## src/rtl/fwd_sel_ctrl.sv

```systemverilog
// fwd_sel_ctrl: EX operand-mux forwarding selects and one-cycle load-use stall.
// Tracks rd of the three older in-flight instrs (D1/D2/D3) and registers sel into EX.
// Ports: clk, rst (sync, active-high); ID inputs id_valid, id_rs1, id_rs2, id_rd,
//   id_reg_we, id_is_load, id_use_pc, id_use_imm, flush;
//   outputs ex_valid, ex_sel_a, ex_sel_b (registered), stall (combinational).
// Sel encoding: 0 regfile, 1 dist-1, 2 dist-2, 3 dist-3, 4 PC/imm.
// Optional FWD_STATS_EN: adds saturating stall_cnt / fwd_cnt outputs.
module fwd_sel_ctrl #(
    parameter int REG_AW = 5,
    parameter int CNT_W  = 32
) (
    input  logic              clk,
    input  logic              rst,
    input  logic              id_valid,
    input  logic [REG_AW-1:0] id_rs1,
    input  logic [REG_AW-1:0] id_rs2,
    input  logic [REG_AW-1:0] id_rd,
    input  logic              id_reg_we,
    input  logic              id_is_load,
    input  logic              id_use_pc,
    input  logic              id_use_imm,
    input  logic              flush,
    output logic              ex_valid,
    output logic [2:0]        ex_sel_a,
    output logic [2:0]        ex_sel_b,
    output logic              stall
`ifdef FWD_STATS_EN
    ,
    output logic [CNT_W-1:0]  stall_cnt,
    output logic [CNT_W-1:0]  fwd_cnt
`endif
);

    typedef struct packed {
        logic              valid;
        logic [REG_AW-1:0] rd;
        logic              we;
        logic              ld;
    } trk_t;

    trk_t       d1, d2, d3;
    trk_t       d1_nxt;
    logic [2:0] sel_a, sel_b;
    logic [2:0] match_a, match_b;
    logic       enter;

    function automatic logic hit(input trk_t t, input logic [REG_AW-1:0] rs);
        return t.valid && t.we && (t.rd == rs) && (rs != '0);
    endfunction

    // Youngest producer wins.
    function automatic logic [2:0] match_of(input trk_t t1, input trk_t t2,
                                            input trk_t t3,
                                            input logic [REG_AW-1:0] rs);
        logic [2:0] m;
        m = 3'd0;
        if (hit(t1, rs))      m = 3'd1;
        else if (hit(t2, rs)) m = 3'd2;
        else if (hit(t3, rs)) m = 3'd3;
        return m;
    endfunction

    always_comb begin
        match_a = match_of(d1, d2, d3, id_rs1);
        match_b = match_of(d1, d2, d3, id_rs2);
        sel_a   = id_use_pc  ? 3'd4 : match_a;
        sel_b   = id_use_imm ? 3'd4 : match_b;
    end

    // A load at distance 1 cannot forward yet; hold one cycle so it
    // reaches distance 2 (MEM/WB) before the consumer enters EX.
    assign stall = id_valid && !flush && d1.valid && d1.ld && d1.we &&
                   (d1.rd != '0) &&
                   (((d1.rd == id_rs1) && !id_use_pc) ||
                    ((d1.rd == id_rs2) && !id_use_imm));

    assign enter = id_valid && !stall && !flush;

    always_comb begin
        d1_nxt = '0;
        if (enter) begin
            d1_nxt.valid = 1'b1;
            d1_nxt.rd    = id_rd;
            d1_nxt.we    = id_reg_we;
            d1_nxt.ld    = id_is_load;
        end
    end

    always_ff @(posedge clk) begin
        if (rst) begin
            d1       <= '0;
            d2       <= '0;
            d3       <= '0;
            ex_valid <= 1'b0;
            ex_sel_a <= 3'd0;
            ex_sel_b <= 3'd0;
        end else begin
            d3       <= d2;
            d2       <= d1;
            d1       <= d1_nxt;
            ex_valid <= enter;
            ex_sel_a <= enter ? sel_a : 3'd0;
            ex_sel_b <= enter ? sel_b : 3'd0;
        end
    end

`ifdef FWD_STATS_EN
    logic [1:0]     fwd_inc;
    logic [CNT_W:0] fwd_sum;
    logic [CNT_W:0] stall_sum;

    always_comb begin
        fwd_inc = 2'd0;
        if (ex_valid && (ex_sel_a inside {[3'd1:3'd3]}))
            fwd_inc = fwd_inc + 2'd1;
        if (ex_valid && (ex_sel_b inside {[3'd1:3'd3]}))
            fwd_inc = fwd_inc + 2'd1;
    end

    assign fwd_sum   = {1'b0, fwd_cnt} + {{(CNT_W-1){1'b0}}, fwd_inc};
    assign stall_sum = {1'b0, stall_cnt} + {{CNT_W{1'b0}}, stall};

    always_ff @(posedge clk) begin
        if (rst) begin
            stall_cnt <= '0;
            fwd_cnt   <= '0;
        end else begin
            stall_cnt <= stall_sum[CNT_W] ? '1 : stall_sum[CNT_W-1:0];
            fwd_cnt   <= fwd_sum[CNT_W]   ? '1 : fwd_sum[CNT_W-1:0];
        end
    end
`else
    logic [CNT_W-1:0] unused_cnt_w;
    assign unused_cnt_w = '0;
`endif

endmodule

```

## config.mk

```make
export PLATFORM = sky130hd
export DESIGN_NAME = fwd_sel_ctrl
export DESIGN_NICKNAME = d
export VERILOG_FILES = /design/src/rtl/fwd_sel_ctrl.sv
export SDC_FILE = /design/constraint.sdc
export NUM_CORES = 1
export LEC_CHECK = 0
export BUFFER_PORTS_ARGS = -buffer_cell sky130_fd_sc_hd__buf_2
export CAP_MARGIN = 30
export CORE_AREA = 2 2 53 55
export DETAILED_ROUTE_END_ITERATION = 7
export DIE_AREA = 0 0 55 57
export PLACE_DENSITY = 0.74
export SLEW_MARGIN = 20
export SYNTH_ARGS = -nofsm -noshare
export SYNTH_HDL_FRONTEND = slang
export SYNTH_SLANG_ARGS = --single-unit
```

## constraint.sdc

```tcl
create_clock -name clk -period 2 [get_ports clk]
set_input_delay 0.2 -clock clk [delete_from_list [all_inputs] [get_ports clk]]
set_output_delay 0.2 -clock clk [all_outputs]
set_load 0.01 [all_outputs]
```

==> key figures <==
Setup path
  – CP max stage cell: dfxtp_1
  – Crit-path max cell delay: 450 ps
  – Crit Path Class: flip-flop to output pin
  – Reg2reg start: d1[6]
  – Reg2Reg Setup Slack: 260 ps
  – CP max FO: 4
  – Worst Path Buf+Inv: 1
  – CP cell instances: xnor2_2 -> nand3_1 -> o32ai_2 -> and4b_1 -> buf_2
  – CP endpoint kind: output pin
  – Crit Reg-Reg Endpoint: ex_sel_a[1]
  – Reg2reg path depth: 5
  – Top delay family on crit path: flip-flops
  – Worst Path Required: roughly 1800 ps
  – Nature of the critical path startpoint: flip-flop
  – Arrival @ worst endpoint: ~1700 ps

Clocking
  – CTS Buffer Depth: 2
  – TritonCTS clock tree: yes
  – Num CTS Buffers: 3
  – TritonCTS Sinks: 28
  – Clk pin slew, worst setup/hold paths: 140 ps
  – Later-pin clock latency in the skew report: 320 ps
  – H-tree depth: 1
  – Clock root cell: clkbuf_4
  – Post-CTS Hold Fix Bufs: 0

Min path
  – Hold Startpoint: id_reg_we
  – Hold Path Sink: d1[1]
  – Hold Path Class: input pin to flip-flop
  – Worst hold stages: 2

Placed design
  – GP Congestion: 0.827
  – Post-Place Cells: ~180
  – DP Wirelength: 2010 um
  – # port buffers: 30

Logic synthesis
  – Post-Synth Simple-Gate Area: 29.3%
  – Yosys cell types: 27
  – Post-synthesis cell count: 122
  – Yosys reg bits: 28
  – Top post-synthesis cells by area: dfxtp_1 45%, xnor2_1 20%, nor2b_1 7.1%
  – Largest family of logic cells by synthesized area: simple AND/OR/NAND/NOR gates
  – Post-synthesis cell area: 1240 um2
  – Synth Area in XOR/XNOR: 21.3%
  – Top cell type's share of synthesized area: around 45%
  – Compound-cell area share of the yosys netlist: 3.44%
  – Post-Synth Adder-Cell Area: 0%
  – Syn_nets: 145
  – Syn avg cell area: 10.1 um2
  – Synth Warn #: 0
  – Area leader, netlist: dfxtp_1
  – Post-synthesis mux area share: 0%
  – Register area share after synthesis: 45.3%

Route
  – WL final: around 2400 um
  – First DRT Iteration DRCs: 12
  – DRT antenna net count: 0
  – Routed WL per cell: 12.9 um
  – Detailed Routing Iterations Pass 1: 4
  – Via count: 920
  – # DRC: 0
  – Vias per cell: 4.97

STA
  – Clock Skews: 8.35 ps
  – Final setup viols: 0
  – TNS Setup: 0 ps
  – Worst rel slew slack: between 50% and 60%
  – Max Slew Vio Count: 0
  – Hold WS: 68.0 ps
  – Highest clock rate: 526 MHz
  – Slew @ Worst Pin: 670 ps
  – Fin. Hold Viols: 0
  – Fin crit period: about 1900 ps
  – Tcrit/Tclk final: ~95%

Global routing
  – Grt total ovfl: 0
  – Vias in the first global route: about 950
  – Initial antenna violation count: 0
  – Largest net degree at the start of global routing: 17
  – GRT Util Overall: 17.5%
  – First-pass GRT wire length: roughly 4000 um

Pwr
  – Tot Pwr: 1.04 mW
  – Sw Share: roughly 21%
  – Worst IR drop on VDD: 608 uV
  – Power per cell area: 702 nW/um2
  – Logic pwr share: between 10% and 20%
  – P_sw: around 0.22 mW
  – Leakage: between 0.5 and 0.6 nW
  – Internal: a little over 0.8 mW
  – Sequential power share: 55.3%
  – Clock power share: 34.2%

Die
  – Die X: 55 um
  – DIE AREA: between 3000 and 4000 um2
  – Initial Util: 47.3%
  – Io pins: 31
  – Core area: 2620 um2
  – Chip Height: 57 um
  – Row Count: 19

Run
  – Max Cap Viol: 0

Finish
  – Ant diodes: 0
  – # nets final: approximately 180
  – Share of cells above drive strength 1: 26.0%
  – Fin cells: 185
  – Area added between synthesis and finish: 20.0%

Run status
  – Outcome: finished, final reports clean
cells in the mapped netlist, drive strengths merged:
library cell  instances
a21oi                 2
a311oi                1
and2                  9
and3                  1
and4b                 1
and4bb                1
buf                   1
clkbuf                1
dfxtp                28
nand2                 5
nand2b                2
nand3                 4
nand3b                1
nand4                 4
nor2                  3
nor2b                14
nor3                  3
nor3b                 2
nor4                  2
nor4b                 1
o31a                  1
o32ai                 1
or4                   4
xnor2                28
xor2                  2
power groups by stage:
stage               Combinational [mW]  Sequential [mW]  Clock [mW]
global route                     0.120            0.578       0.394
floorplan                       0.0583            0.587           0
global placement                 0.103            0.588           0
detailed placement               0.107            0.588           0
CTS                              0.108            0.576       0.365
finish                           0.109            0.576       0.356
placed cells by master, fill, tap and decap left out:
master     Yosys  layout
clkbuf_4       0       3
or4_1          3       3
nor4_1         2       2
and4bb_1       1       1
nand3_1        4       4
nor4b_2        1       1
nor3_1         3       3
nor2b_1       14      14
a311oi_2       1       1
and3_1         1       1
nand4_1        4       4
nand3b_1       1       1
and4b_1        1       1
nor2_1         2       2
a21oi_1        2       2
dfxtp_1       28      28
xor2_1         2       2
nand2_1        5       5
o32ai_2        0       1
o31a_1         1       1
xnor2_1       28      27
nor2_2         1       1
xnor2_2        0       1
bufinv_16      0       1
or4_4          1       1
nand2b_1       2       2
and2_1         9       9
buf_2          1      30
nor3b_1        2       2
per-stage QoR:
step	cell area [um2]	util, %	worst slack [ps]
2_1_floorplan	1240	-	475
3_3_place_gp	1420	54.2	351
3_5_place_dp	1420	54.2	249
4_1_cts	1470	56.2	18.9
5_1_grt	1480	56.7	-1.48
6_report	1480	56.7	98.7
layer usage:
metal	routed length, um	GRT usage (%)	part of all wire, %
met5	0	0	0
met3	99	2.36	4.1
met2	1160	29.1	49
met4	29	7.32	1.2
met1	1100	22.4	46
kinds of logic (layout without fill, tap and decap cells):
family          Yosys count  count (layout)
compound gates            5               5
xor+xnor                 30              30
buf+inv                   2              34
flops                    28              28
simple gates             57              57
worst register-to-register path, cell delays in order, from the launching register on:
cell	delay (ps)
dfxtp_1	450
xnor2_1	150
nand3b_1	120
o32ai_2	80
a311oi_2	580
nor4b_2	300
repair_timing:
| action | CTS | global route |
|---|---|---|
| setup buffers | 0 | 0 |
| resized for setup | 0 | 2 |
| endpoints found under the setup margin | 0 | 1 |
state kept, by name (all words and copies together) (netlist names):
register / flops
ex_sel_b: 3
ex_sel_a: 3
d3: 7
d2: 7
ex_valid: 1
d1: 7
worst max path at each step:
stage                from          end  slack [ps]  depth (start not counted)
detailed placement  d1[6]  ex_sel_b[1]         250                          5
global placement    d1[6]  ex_sel_b[1]         350                          5
floorplan           d1[6]        d1[0]         470                          6
global route        d1[6]        stall          -1                          5
CTS                 d1[6]        stall          20                          5
finish              d1[6]        stall         100                          5
final cells by class:
type / instances / area (um2)
Tap cell: 31 / 38.8
Clock inverter: 1 / 30.0
Sequential cell: 28 / 561
Multi-Input combinational cell: 92 / 682
Fill cell: 242 / 1130
Timing Repair Buffer: 30 / 150
Clock buffer: 3 / 22.5
Note: power is estimated with default switching activity, not from simulation.
